### src/rtl/ltc2308_responder_pkg.sv
// ltc2308_pkg: shared types and config-word helpers for the LTC2308 responder
package ltc2308_pkg;
    typedef enum logic [1:0] {IDLE, CONVERT, WAIT, SHIFT} state_t;
    localparam int CFG_SD  = 5;
    localparam int CFG_OS  = 4;
    localparam int CFG_S1  = 3;
    localparam int CFG_S0  = 2;
    localparam int CFG_UNI = 1;
    localparam int CFG_SLP = 0;
    localparam logic [5:0] CFG_DEFAULT = 6'b100010;
    function automatic logic [2:0] cfg_to_ch(input logic [5:0] cfg);
        return {cfg[CFG_S1], cfg[CFG_S0], cfg[CFG_OS]};
    endfunction
endpackage

### src/rtl/ltc2308_responder_if.sv
// ltc2308_responder_if: 4-wire ADC pin bundle (controller is master, emulated ADC is slave)
interface ltc2308_responder_if;
    logic adc_cs_n;
    logic adc_sclk;
    logic adc_din;
    logic adc_dout;
    modport master (output adc_cs_n, adc_sclk, adc_din, input adc_dout);
    modport slave (input adc_cs_n, adc_sclk, adc_din, output adc_dout);
endinterface

### src/rtl/ltc2308_responder_sync_edge_det.sv
// sync_edge_det: multi-stage synchronizer with registered level and rise/fall pulses
module sync_edge_det #(
    parameter int   STAGES = 2,
    parameter logic INIT   = 1'b0
) (
    input  logic clk,
    input  logic reset,
    input  logic d,
    output logic q,
    output logic rise,
    output logic fall
);
    logic [STAGES-1:0] sync;
    always_ff @(posedge clk) begin
        if (reset) begin
            sync <= {STAGES{INIT}};
            q    <= INIT;
            rise <= 1'b0;
            fall <= 1'b0;
        end else begin
            sync <= STAGES'({sync, d});
            q    <= sync[STAGES-1];
            rise <= sync[STAGES-1] & ~q;
            fall <= ~sync[STAGES-1] & q;
        end
    end
endmodule

### src/rtl/ltc2308_responder.sv
// ltc2308_responder: emulates the ADC end of an LTC2308 link (convert, then shift result out / config in)
module ltc2308_responder
    import ltc2308_pkg::*;
#(
    parameter int DATA_W      = 12,
    parameter int CFG_W       = 6,
    parameter int CONV_CYCLES = 80,
    parameter int SYNC_STAGES = 2
) (
    input  logic                clk,
    input  logic                reset,
    ltc2308_responder_if.slave  adc,
    output logic [2:0]          samp_ch,
    input  logic [DATA_W-1:0]   samp_data,
    output logic                busy,
    output logic [CFG_W-1:0]    cfg_word,
    output logic                cfg_update,
    output logic                frame_err
);
    localparam int CONV_W = $clog2(CONV_CYCLES);
    localparam int IN_W   = $clog2(CFG_W + 1);
    localparam int OUT_W  = $clog2(DATA_W + 1);

    state_t            state, state_d;
    logic [CONV_W-1:0] conv_cnt, conv_cnt_d;
    logic [DATA_W-1:0] out_sr, out_sr_d;
    logic [CFG_W-1:0]  cfg_shift, cfg_shift_d, cfg_word_d;
    logic [IN_W-1:0]   in_cnt, in_cnt_d;
    logic [OUT_W-1:0]  out_cnt, out_cnt_d;
    logic              dout, dout_d, cfg_update_d, frame_err_d;
    logic              cs_q, cs_rise, sclk_rise, sclk_fall, din_q;
    logic [3:0]        unused_edges;

    // CONVST idles high, so its synchronizer resets high to avoid a phantom rise
    sync_edge_det #(.STAGES(SYNC_STAGES), .INIT(1'b1)) u_cs (
        .clk(clk), .reset(reset), .d(adc.adc_cs_n),
        .q(cs_q), .rise(cs_rise), .fall(unused_edges[0])
    );
    sync_edge_det #(.STAGES(SYNC_STAGES), .INIT(1'b0)) u_sclk (
        .clk(clk), .reset(reset), .d(adc.adc_sclk),
        .q(unused_edges[1]), .rise(sclk_rise), .fall(sclk_fall)
    );
    sync_edge_det #(.STAGES(SYNC_STAGES), .INIT(1'b0)) u_din (
        .clk(clk), .reset(reset), .d(adc.adc_din),
        .q(din_q), .rise(unused_edges[2]), .fall(unused_edges[3])
    );

    assign adc.adc_dout = dout;
    assign busy         = (state == CONVERT);
    assign samp_ch      = cfg_to_ch(cfg_word);

    always_ff @(posedge clk) begin
        if (reset) begin
            state      <= IDLE;
            conv_cnt   <= '0;
            out_sr     <= '0;
            cfg_shift  <= '0;
            cfg_word   <= CFG_DEFAULT;
            in_cnt     <= '0;
            out_cnt    <= '0;
            dout       <= 1'b0;
            cfg_update <= 1'b0;
            frame_err  <= 1'b0;
        end else begin
            state      <= state_d;
            conv_cnt   <= conv_cnt_d;
            out_sr     <= out_sr_d;
            cfg_shift  <= cfg_shift_d;
            cfg_word   <= cfg_word_d;
            in_cnt     <= in_cnt_d;
            out_cnt    <= out_cnt_d;
            dout       <= dout_d;
            cfg_update <= cfg_update_d;
            frame_err  <= frame_err_d;
        end
    end

    always_comb begin
        state_d      = state;
        conv_cnt_d   = conv_cnt;
        out_sr_d     = out_sr;
        cfg_shift_d  = cfg_shift;
        cfg_word_d   = cfg_word;
        in_cnt_d     = in_cnt;
        out_cnt_d    = out_cnt;
        cfg_update_d = 1'b0;
        frame_err_d  = 1'b0;
        case (state)
            IDLE: begin
                if (cs_rise) begin
                    state_d    = CONVERT;
                    conv_cnt_d = '0;
                end
            end
            CONVERT: begin
                if (conv_cnt == CONV_W'(CONV_CYCLES - 1)) begin
                    state_d  = WAIT;
                    out_sr_d = cfg_word[CFG_UNI] ? samp_data
                                                 : samp_data ^ {1'b1, {(DATA_W-1){1'b0}}};
                end else begin
                    conv_cnt_d = conv_cnt + 1'b1;
                end
            end
            WAIT: begin
                if (!cs_q) state_d = SHIFT;
            end
            SHIFT: begin
                // frame end takes priority over any coincident SCLK edge
                if (cs_rise) begin
                    state_d      = CONVERT;
                    conv_cnt_d   = '0;
                    cfg_update_d = (in_cnt == IN_W'(CFG_W));
                    cfg_word_d   = cfg_update_d ? cfg_shift : cfg_word;
                    frame_err_d  = (out_cnt < OUT_W'(DATA_W));
                    in_cnt_d     = '0;
                    out_cnt_d    = '0;
                end else begin
                    if (sclk_rise && in_cnt < IN_W'(CFG_W)) begin
                        cfg_shift_d = {cfg_shift[CFG_W-2:0], din_q};
                        in_cnt_d    = in_cnt + 1'b1;
                    end
                    if (sclk_fall && out_cnt < OUT_W'(DATA_W)) begin
                        out_sr_d  = {out_sr[DATA_W-2:0], 1'b0};
                        out_cnt_d = out_cnt + 1'b1;
                    end
                end
            end
            default: state_d = IDLE;
        endcase
        dout_d = (state_d == WAIT || state_d == SHIFT) ? out_sr_d[DATA_W-1] : 1'b0;
    end
endmodule

### src/flat_wrapper.sv
// flat-port wrapper written by rule: the top's interface ports become plain ports
module ltc2308_responder_flat import ltc2308_pkg::*;
#(
    parameter int DATA_W      = 12,
    parameter int CFG_W       = 6,
    parameter int CONV_CYCLES = 80,
    parameter int SYNC_STAGES = 2
)
  (clk, reset, samp_ch, samp_data, busy, cfg_word, cfg_update, frame_err, adc_adc_cs_n, adc_adc_sclk, adc_adc_din, adc_adc_dout);
  ltc2308_responder_if adc_i ();
  input  logic clk;
  input  logic reset;
  output logic [2:0] samp_ch;
  input  logic [DATA_W-1:0] samp_data;
  output logic busy;
  output logic [CFG_W-1:0] cfg_word;
  output logic cfg_update;
  output logic frame_err;
  input wire logic [$bits(adc_i.adc_cs_n)-1:0] adc_adc_cs_n;
  input wire logic [$bits(adc_i.adc_sclk)-1:0] adc_adc_sclk;
  input wire logic [$bits(adc_i.adc_din)-1:0] adc_adc_din;
  output wire logic [$bits(adc_i.adc_dout)-1:0] adc_adc_dout;
  assign adc_i.adc_cs_n = adc_adc_cs_n;
  assign adc_i.adc_sclk = adc_adc_sclk;
  assign adc_i.adc_din = adc_adc_din;
  assign adc_adc_dout = adc_i.adc_dout;
  ltc2308_responder #(.DATA_W(DATA_W), .CFG_W(CFG_W), .CONV_CYCLES(CONV_CYCLES), .SYNC_STAGES(SYNC_STAGES)) u_core (.clk(clk), .reset(reset), .adc(adc_i), .samp_ch(samp_ch), .samp_data(samp_data), .busy(busy), .cfg_word(cfg_word), .cfg_update(cfg_update), .frame_err(frame_err));
endmodule
### config.mk
export PLATFORM = sky130hd
export DESIGN_NAME = ltc2308_responder_flat
export DESIGN_NICKNAME = d
export VERILOG_FILES = /design/src/rtl/ltc2308_responder_pkg.sv /design/src/rtl/ltc2308_responder_if.sv /design/src/rtl/ltc2308_responder_sync_edge_det.sv /design/src/rtl/ltc2308_responder.sv /design/src/flat_wrapper.sv
export SDC_FILE = /design/constraint.sdc
export NUM_CORES = 1
export LEC_CHECK = 0
export BUFFER_PORTS_ARGS = -buffer_cell sky130_fd_sc_hd__clkbuf_2
export CORE_ASPECT_RATIO = 0.9
export CORE_MARGIN = 8
export CORE_UTILIZATION = 28
export CTS_CLUSTER_DIAMETER = 100
export CTS_CLUSTER_SIZE = 16
export DETAILED_ROUTE_END_ITERATION = 8
export PLACE_DENSITY_LB_ADDON = 0.15
export SLEW_MARGIN = 10
export SYNTH_ARGS = -nofsm -noshare
export SYNTH_HDL_FRONTEND = slang
export SYNTH_SLANG_ARGS = --single-unit
### constraint.sdc
create_clock -name clk -period 4.6 [get_ports clk]
set_clock_uncertainty 0.2 [all_clocks]
set_input_delay 0 -clock clk [delete_from_list [all_inputs] [get_ports clk]]
set_output_delay 0 -clock clk [all_outputs]
set_load 0.02 [all_outputs]
==> summary.md, run 1 <==
| Metric | Value |
|---|---|
| Drt first-iter violations | `97` |
| H-tree depth | `2` |
| Max Buffers Root-to-Sink | `2` |
| Worst-margin pin slew | `0.8609 ns` |
| Met1 Use GR | `0.1329` |
| Core ar. | `8528 um^2` |
| Initial antenna violation count | `0` |
| Tcrit/Tclk final | `0.5280` |
| Hold Crit Class | `in -> reg` |
| GRT Residual Overflow | `0` |
| Post-layout min period | `2.429 ns` |
| Die area | `11,980 um^2` |
| I/O pin total | `30` |
| Filler cells | `918` |
| Most used DFF post-synth | `dfxtp_1` |
| Sink Count | `55` |
| Ant. Diodes | `0` |
| Vias in the first global route | `1,984` |
| Max cap viols | `0` |
| CTS-repair resized insts | `0` |
| Met3 usage | `0.02704` |
| PD cells | `387.5 nW/um^2` |
| Seq/Total Area, Yosys | `0.4504` |
| Final TNS setup | `0 ns` |
| Routed via count | `1,997` |
| DRC viols | `0` |
| Finish-stage setup viols | `0` |
| WHS Endpoint | `u_core.cfg_word[4]` |
| CP startpoint kind | `flip-flop` |
| Arr. time, crit path | `2.42 ns` |
| WL/cell | `13.31 um` |
| Post-synth cell types | `52` |
| Die height | `104.6 um` |
| Post-synth ARST share | `0` |
| Setup crit end kind | `flip-flop` |
| Setup CP Type | `reg -> reg` |
| Starting density of the core | `0.2867` |
| Commonest non-fill, non-tap cells in the layout | `55 x dfxtp_1, 29 x clkbuf_2, 23 x a21oi_1, 16 x nor2_1` |
| CTS clk-pin slew, worst paths | `0.10 ns` |
| Critical R2R Launch | `u_core.state[0]` |
| CTS tree | `yes` |
| Nets | `325` |
| First-pass GRT wire length | `9660 um` |
| P&R area growth vs syn | `18.32%` |
| GRT met2 Usage | `0.1456` |
| Hpwl dp | `3843 um` |
| Total wire length | `5592 um` |
| Vias per cell | `4.755` |
| RSZ-0062 raised after global routing | `no` |
| Largest net degree at the start of global routing | `48` |
| Achievable Freq | `411.7 MHz` |
| Root Driver | `clkbuf_8` |
| Largest fanout on the critical path | `17` |
| Post-Syn Area | `2445 um^2` |
| Syn nets | `291` |
| Global route hottest layer | `met2` |
| Share of cells above drive strength 1 | `0.1694` |
| Routability cong. | `0.7735` |
| Die Wd | `114.5 um` |
| Final core occ | `0.3392` |
| Yosys warns | `0` |
| Status | `finished clean` |
| Multi-input logic area | `1187 um^2` |
| Aggregate global-route resource usage | `0.09752` |
| Post-route ant nets | `0` |
| Final hold viol count | `0` |
| CP required | `4.59 ns` |
| R2R Path End | `u_core.out_sr[8]` |
| Min-Delay Path Depth | `3` |
| Number of flops mapped to enable cells by yosys | `0` |
| CTS buffer count | `5` |
| Cells on worst reg2reg path | `5` |
| Hold Startpoint | `reset` |
| P_leak | `1.087 nW` |
| Most common cell after layout, fill and taps aside | `dfxtp_1` |
| Pre-antenna DRT Iters | `4` |
| Mean post-synth cell area | `9.157 um^2` |
| Synth Instances | `267` |
| Synthesized flop and latch total | `55` |
| Max rail drop VDD | `0.1652 mV` |
| Clk Latency, worst-skew pair | `0.30 ns` |
| R2R Setup Slk | `2.17 ns` |
| Worst hold slack | `0.01194 ns` |
| Max-slew violations | `0` |
| FF+latch area | `1101 um^2` |
| Slew headroom | `0.4222` |
| FP Rows | `32` |
| Port bufs | `29` |
-- cells in the mapped netlist (all sizes together) (2+ instances only) --
cell type | count | area share
dfxtp | 55 | 0.45
a21oi | 23 | 0.047
nor2 | 17 | 0.027
nand2 | 15 | 0.026
o21ai | 15 | 0.032
buf | 13 | 0.036
inv | 13 | 0.020
nand3 | 12 | 0.030
nor3 | 11 | 0.027
a31oi | 10 | 0.026
nor2b | 9 | 0.024
a211oi | 8 | 0.025
ha | 7 | 0.036
a2111oi | 6 | 0.025
and3 | 5 | 0.013
clkbuf | 5 | 0.0077
mux2i | 5 | 0.020
a21boi | 4 | 0.012
nor3b | 4 | 0.012
or2 | 3 | 0.0077
and2 | 2 | 0.0051
nand2b | 2 | 0.0051
nand4 | 2 | 0.0051
nor4 | 2 | 0.0051
o31ai | 2 | 0.0061
xnor2 | 2 | 0.0072
-- worst max-delay path, cell delays in order (launching register included) --
cell       delay [ns]
dfxtp_1          0.41
ha_1             0.59
nand2b_1         0.32
o21ai_2          0.29
a21oi_1          0.13
a2111oi_1        0.38
-- kinds of logic (layout without fill, tap and decap cells) --
kind of cell,Yosys count,in the layout,synth area share
multiplexers,5,5,0.02047
buffers and inverters,31,65,0.06398
AO/OA/AOI/OAI,77,77,0.2129
AND/OR/NAND/NOR,89,89,0.2057
adder cells (fa/ha/maj),7,7,0.03582
XOR/XNOR,3,3,0.01075
flip-flops,55,55,0.4504
-- registers in the layout (all words and copies together), names as in the netlist, 2 cells and up --
| signal | cells |
|---|---|
| u_core.conv_cnt | 7 |
| u_core.out_cnt | 4 |
| u_core.in_cnt | 3 |
| u_core.u_din.sync | 2 |
| u_core.cfg_word | 6 |
| u_core.cfg_shift | 6 |
| u_core.u_sclk.sync | 2 |
| u_core.state | 2 |
| u_core.u_cs.sync | 2 |
| u_core.out_sr | 12 |
-- metrics by stage --
step,area [um^2],power (mW),std cells,worst slack (ns)
CTS,2893,1.137,420,2.169
finish,2893,1.121,420,2.171
floorplan,2445,0.7545,267,2.642
global route,2893,1.193,420,1.931
global placement,2646,0.8066,399,2.318
detailed placement,2646,0.8077,399,2.201
-- timing repair --
| action | in CTS | in global routing |
|---|---|---|
| hold buffers | 14 | 0 |
| setup buffers | 0 | 0 |
| endpoints found under the hold margin | 14 | 0 |
-- worst max-delay path by stage --
| stage | start | end | slack (ns) | cells after the start |
|---|---|---|---|---|
| 6_report | u_core.state[0] | u_core.out_sr[8] | 2.17 | 5 |
| 2_1_floorplan | u_core.state[0] | u_core.conv_cnt[4] | 2.64 | 6 |
| 4_1_cts | u_core.state[0] | u_core.out_sr[8] | 2.17 | 5 |
| 3_3_place_gp | u_core.state[0] | u_core.out_sr[8] | 2.32 | 5 |
| 5_1_grt | u_core.state[0] | u_core.out_sr[8] | 1.93 | 5 |
| 3_5_place_dp | u_core.state[0] | u_core.out_sr[8] | 2.20 | 5 |
-- layer usage --
layer  vias up  wire [um]
met5         -          0
met4         0         51
met3         4        238
met2        33       2343
met1       937       2958
li1       1023          -
-- cell type report --
class | count | area share
Clock buffer | 5 | 0.02379
Clock inverter | 2 | 0.01298
Inverter | 13 | 0.01687
Multi-Input combinational cell | 181 | 0.4105
Sequential cell | 55 | 0.3806
Tap cell | 119 | 0.05147
Timing Repair Buffer | 45 | 0.1038
-- power breakdown --
part,switching [mW],internal [mW]
clock,0.155,0.159
sequential,0.0278,0.523
combinational,0.156,0.0998
total,0.339,0.782
Power figures use the tool's default switching activity.
==> inputs of run 2 (changes only) <==
Clock period 4.6 ns to 2.1 ns, I/O delays scaled along.
==> summary.md, run 2 (same netlist as run 1, synthesis figures left out) <==
| Metric | Value |
|---|---|
| Status | `finished clean` |
| Core ar. | `8528 um^2 (unchanged)` |
| Root Driver | `clkbuf_8` |
| WL/cell | `13.34 um (+0.23%)` |
| Clk Latency, worst-skew pair | `0.31 ns (about the same)` |
| Pre-antenna DRT Iters | `4 (unchanged)` |
| Final worst setup slack | `0.1195 ns (-2.052 ns)` |
| Port bufs | `29 (unchanged)` |
| Drt first-iter violations | `64 (-34%)` |
| Final instance count without filler cells | `435 (+3.6%)` |
| Most common cell after layout, fill and taps aside | `dfxtp_1` |
| Starting density of the core | `0.2867 (unchanged)` |
| FF+latch area | `1101 um^2 (unchanged)` |
| Initial antenna violation count | `0 (unchanged)` |
| FP Rows | `32 (unchanged)` |
| Slowest cell delay on critical path | `0.42 ns (-0.17 ns)` |
| P_leak | `1.171 nW (+7.7%)` |
| Max rail drop VDD | `0.4082 mV (+150%)` |
| Hpwl dp | `4092 um (+6.5%)` |
| Commonest non-fill, non-tap cells in the layout | `55 x dfxtp_1, 29 x clkbuf_2, 23 x a21oi_1, 16 x nor2_1, 15 x dlygate4sd3_1` |
| Multi-input logic area | `1205 um^2 (+1.5%)` |
| CTS tree | `yes` |
| DRC viols | `0 (unchanged)` |
| Hold Crit Class | `in -> reg` |
| Total wire length | `5805 um (+3.8%)` |
| Die Wd | `114.5 um (unchanged)` |
| Ant. Diodes | `0 (unchanged)` |
| Post-route ant nets | `0 (unchanged)` |
| CP required | `2.11 ns (-2.48 ns)` |
| Vias in the first global route | `2,086 (+5.1%)` |
| Nets | `339 (+4.3%)` |
| CTS buffer count | `5 (unchanged)` |
| I/O pin total | `30 (unchanged)` |
| Max cap viols | `0 (unchanged)` |
| Largest register FFs | `12 (unchanged)` |
| Finish-stage setup viols | `0 (unchanged)` |
| CP startpoint kind | `flip-flop` |
| Post-CTS setup buffers | `0 (unchanged)` |
| Setup CP Type | `reg -> reg` |
| PD cells | `858.6 nW/um^2 (+120%)` |
| Setup crit end kind | `flip-flop` |
| Final hold viol count | `0 (unchanged)` |
| Largest reg by FF count | `u_core.out_sr` |
| Die height | `104.6 um (unchanged)` |
| Achievable Freq | `504.9 MHz (+23%)` |
| CP max stage cell | `dfxtp_1` |
| GRT Residual Overflow | `0 (unchanged)` |
| Worst slack, placed | `0.07739 ns (-2.123 ns)` |
| P&R area growth vs syn | `24.31%` |
| Vias per cell | `4.726 (-0.60%)` |
| Max-slew violations | `0 (unchanged)` |
| Slew headroom | `0.6554 (+0.2332)` |
| Share of cells above drive strength 1 | `0.2184 (+0.04892)` |
| Largest net degree at the start of global routing | `38 (-21%)` |
| Max Buffers Root-to-Sink | `2 (unchanged)` |
| Aggregate global-route resource usage | `0.1023 (+0.004737)` |
| Routability cong. | `0.8064 (+4.3%)` |
| Filler cells | `892 (-2.8%)` |
| Die area | `11,980 um^2 (unchanged)` |
| Tcrit/Tclk final | `0.9431 (+0.4151)` |
| Largest fanout on the critical path | `7 (-10)` |
| H-tree depth | `2 (unchanged)` |
| Sink Count | `55 (unchanged)` |
| Crit-path cells | `inv_1 > ha_1 > nor2b_4 > nor3b_1 > buf_4 > and3_1 > nor3_2` |
| Arr. time, crit path | `1.99 ns (-0.43 ns)` |
| CTS clk-pin slew, worst paths | `0.10 ns (about the same)` |
| Cell total after placement | `412 (+3.3%)` |
| Post-layout min period | `1.981 ns (-0.4484 ns)` |
| Worst-margin pin slew | `0.5169 ns (-0.3440 ns)` |
| Routed via count | `2,056 (+3.0%)` |
| Biggest regs | `u_core.out_sr: 12 flops, u_core.conv_cnt: 7 flops` |
| First-pass GRT wire length | `10,030 um (+3.8%)` |
run 2: cell type report:
type | count | area share
Multi-Input combinational cell | 181 | 0.3965
Sequential cell | 55 | 0.3623
Timing Repair Buffer | 59 | 0.1383
Tap cell | 119 | 0.04899
Clock buffer | 5 | 0.02264
Inverter | 13 | 0.01606
Clock inverter | 3 | 0.01523
run 2: per-stage QoR:
step	hold WS (ns)	util	instance area (um^2)	setup TNS (ns)	total power, mW
after detailed placement	-0.01252	0.3232	2756	0	1.862
after CTS	0.1917	0.3543	3022	0	2.626
after global placement	-0.01629	0.3232	2756	0	1.860
final	0.2055	0.3564	3039	0	2.609
after floorplan	-0.09619	-	2445	0	1.653
after global routing	0.1960	0.3564	3039	-0.02158	2.787
run 2: layer usage:
| metal | wire length (um) | global-route usage | up-vias |
|---|---|---|---|
| met1 | 3029 | 0.1357 | 963 |
| li1 | - | - | 1057 |
| met5 | 0 | 0 | - |
| met2 | 2508 | 0.1590 | 31 |
| met3 | 213 | 0.02474 | 5 |
| met4 | 53 | 0.03134 | 0 |
run 2: critical path: cells and delay by family, from the launching register on:
family / cells / cell delay (ns)
fa+ha+maj: 1 / 0.35
simple gates: 4 / 0.66
buf+inv: 2 / 0.26
flops: 1 / 0.42
run 2: final timing paths:
| path | from | endpoint | slack [ns] | cells past startpoint |
|---|---|---|---|---|
| max | u_core.state[0] | u_core.conv_cnt[2] | 0.12 | 7 |
| min | samp_data[11] | u_core.out_sr[11] | 0.21 | 5 |
| max reg2reg | u_core.state[0] | u_core.conv_cnt[2] | 0.12 | 7 |
| min reg2reg | u_core.u_sclk.q | u_core.u_sclk.rise | 0.21 | 1 |
run 2: what timing repair did:
action	CTS	global route
hold buffers	15	0
setup endpoints to repair	0	10
endpoints found under the hold margin	18	0
resized for setup	0	5
run 2: power breakdown:
part,internal (mW),total [mW],switching (mW),leakage (nW)
Sequential,1.14,1.20,0.0599,0.446
Clock,0.360,0.728,0.368,0.0548
Combinational,0.309,0.677,0.368,0.670
==> inputs of run 3 (changes only) <==
Settings changed: CTS_BUF_LIST set to sky130_fd_sc_hd__clkbuf_16.
==> summary.md, run 3 (same netlist as run 1, synthesis figures left out) <==
| Metric | Value |
|---|---|
| Share of cells above drive strength 1 | `0.2184 (unchanged)` |
| CP required | `2.08 ns (-0.03 ns)` |
| PD cells | `920.2 nW/um^2 (+7.2%)` |
| R2R Setup Slk | `0.12 ns (about the same)` |
| P&R area growth vs syn | `26.61%` |
| Vias in the first global route | `2,081 (-0.24%)` |
| Most common cell after layout, fill and taps aside | `dfxtp_1` |
| Root Driver | `clkbuf_16` |
| Core ar. | `8528 um^2 (unchanged)` |
| Arr. time, crit path | `1.96 ns (-0.03 ns)` |
| First-pass GRT wire length | `10,040 um (+0.14%)` |
| Biggest regs | `u_core.out_sr: 12 flops, u_core.conv_cnt: 7 flops` |
| Worst setup startpoint | `u_core.state[0]` |
| Pre-antenna DRT Iters | `4 (unchanged)` |
| WL/cell | `13.45 um (+0.79%)` |
| Max rail drop VDD | `0.5653 mV (+38%)` |
| Drt first-iter violations | `54 (-16%)` |
| Min-Delay Path Depth | `1 (-4)` |
| Total wire length | `5851 um (+0.79%)` |
| Hold Crit Class | `reg -> reg` |
| Routed via count | `2,046 (-0.49%)` |
| Starting density of the core | `0.2867 (unchanged)` |
| Ant. Diodes | `0 (unchanged)` |
| I/O pin total | `30 (unchanged)` |
| Largest fanout on the critical path | `7 (unchanged)` |
| CTS tree | `yes` |
| Largest net degree at the start of global routing | `38 (unchanged)` |
| Hpwl dp | `4092 um (unchanged)` |
| WHS Endpoint | `u_core.u_sclk.rise` |
| Setup CP Type | `reg -> reg` |
| Worst-margin pin slew | `0.5174 ns (+0.0004357 ns)` |
| Finish-stage setup viols | `0 (unchanged)` |
| Commonest non-fill, non-tap cells in the layout | `55 x dfxtp_1, 29 x clkbuf_2, 23 x a21oi_1, 16 x nor2_1, 15 x dlygate4sd3_1` |
| Max Buffers Root-to-Sink | `2 (unchanged)` |
| Max-slew violations | `0 (unchanged)` |
| Clk Latency, worst-skew pair | `0.29 ns (-0.02 ns)` |
| Routability cong. | `0.8064 (unchanged)` |
| Largest register FFs | `12 (unchanged)` |
| CTS buffer count | `5 (unchanged)` |
| GRT Residual Overflow | `0 (unchanged)` |
| Largest reg by FF count | `u_core.out_sr` |
| Filler cells | `884 (-0.90%)` |
| Status | `finished clean` |
| Cells on worst reg2reg path | `7 (unchanged)` |
| Critical R2R Launch | `u_core.state[0]` |
| Slew headroom | `0.6551 (about the same)` |
| Vias per cell | `4.703 (-0.49%)` |
| Tcrit/Tclk final | `0.9414 (-0.001706)` |
| Final core occ | `0.3630 (+0.006602)` |
| CP startpoint kind | `flip-flop` |
| CTS clk-pin slew, worst paths | `0.08 ns (-0.02 ns)` |
| Die area | `11,980 um^2 (unchanged)` |
| Aggregate global-route resource usage | `0.1024 (+0.0001196)` |
| R2R Path End | `u_core.conv_cnt[2]` |
| Post-route ant nets | `0 (unchanged)` |
| Port bufs | `29 (unchanged)` |
| P_leak | `1.197 nW (+2.2%)` |
| Die height | `104.6 um (unchanged)` |
| Final hold viol count | `0 (unchanged)` |
| Nets | `339 (unchanged)` |
| Worst slack, placed | `0.07739 ns (unchanged)` |
| Achievable Freq | `505.8 MHz (+0.18%)` |
| DRC viols | `0 (unchanged)` |
| Max cap viols | `0 (unchanged)` |
| Sink Count | `55 (unchanged)` |
| Initial antenna violation count | `0 (unchanged)` |
| Post-layout min period | `1.977 ns (-0.003582 ns)` |
| H-tree depth | `2 (unchanged)` |
| Die Wd | `114.5 um (unchanged)` |
| Setup crit end kind | `flip-flop` |
| Post-CTS setup buffers | `0 (unchanged)` |
| Final worst setup slack | `0.1231 ns (+0.003582 ns)` |
| Hold Startpoint | `u_core.u_sclk.q` |
| FP Rows | `32 (unchanged)` |
run 3: changes by cell type in the layout (fill, tap and decap cells not counted):
cell       previous run  this run
clkbuf_16             0         5
clkbuf_8              5         0
run 3: cell type report:
type | count | area, um^2 | share of cell area
clock buffer | 5 | 125.1 | 0.04042
clock inverter | 3 | 46.29 | 0.01496
inverter | 13 | 48.80 | 0.01576
multi-input combinational | 181 | 1205 | 0.3892
sequential | 55 | 1101 | 0.3557
tap | 119 | 148.9 | 0.04810
timing repair buffer | 59 | 420.4 | 0.1358
run 3: routing by layer:
metal / vias to the layer above / part of all wire / global-route usage
met1: 963 / 0.51 / 0.1354
met2: 25 / 0.44 / 0.1599
met3: 4 / 0.035 / 0.02474
met4: 0 / 0.0099 / 0.03134
met5: - / 0 / 0
li1: 1054 / - / -
run 3: worst max-delay path by stage:
stage,endpoint,cells after the start
finish,u_core.conv_cnt[2],7
global route,u_core.adc.adc_dout,6
CTS,u_core.conv_cnt[4],5
detailed placement,u_core.conv_cnt[4],5
global placement,u_core.conv_cnt[4],5
floorplan,u_core.conv_cnt[4],6
run 3: repair_timing:
action                     4_1_cts  5_1_grt
hold endpoints to repair        18        0
resized for setup                0        5
hold buffers                    15        0
setup endpoints to repair        0       10
run 3: where the power goes:
part / leakage [nW] / total [mW] / switching (mW) / internal, mW
Sequential: 0.446 / 1.21 / 0.0613 / 1.14
Combinational: 0.670 / 0.678 / 0.369 / 0.309
Clock: 0.0804 / 0.964 / 0.397 / 0.568
run 3: worst max-delay path, stage by stage (launching register included):
cell and delay, ns:
dfxtp_1 0.40, inv_1 0.08, ha_1 0.35, nor2b_4 0.17, nor3b_1 0.29, buf_4 0.18, and3_1 0.17, nor3_2 0.04
run 3: stage by stage:
| step | TNS [ns] | cell area [um^2] | total power, mW | hold slack [ns] | cells |
|---|---|---|---|---|---|
| after floorplan | 0 | 2445 | 1.653 | -0.09619 | 267 |
| after global placement | 0 | 2756 | 1.860 | -0.01629 | 412 |
| after detailed placement | 0 | 2756 | 1.862 | -0.01252 | 412 |
| after CTS | 0 | 3078 | 2.861 | 0.2097 | 435 |
| after global routing | -0.005963 | 3095 | 3.022 | 0.2215 | 435 |
| final | 0 | 3095 | 2.848 | 0.2068 | 435 |
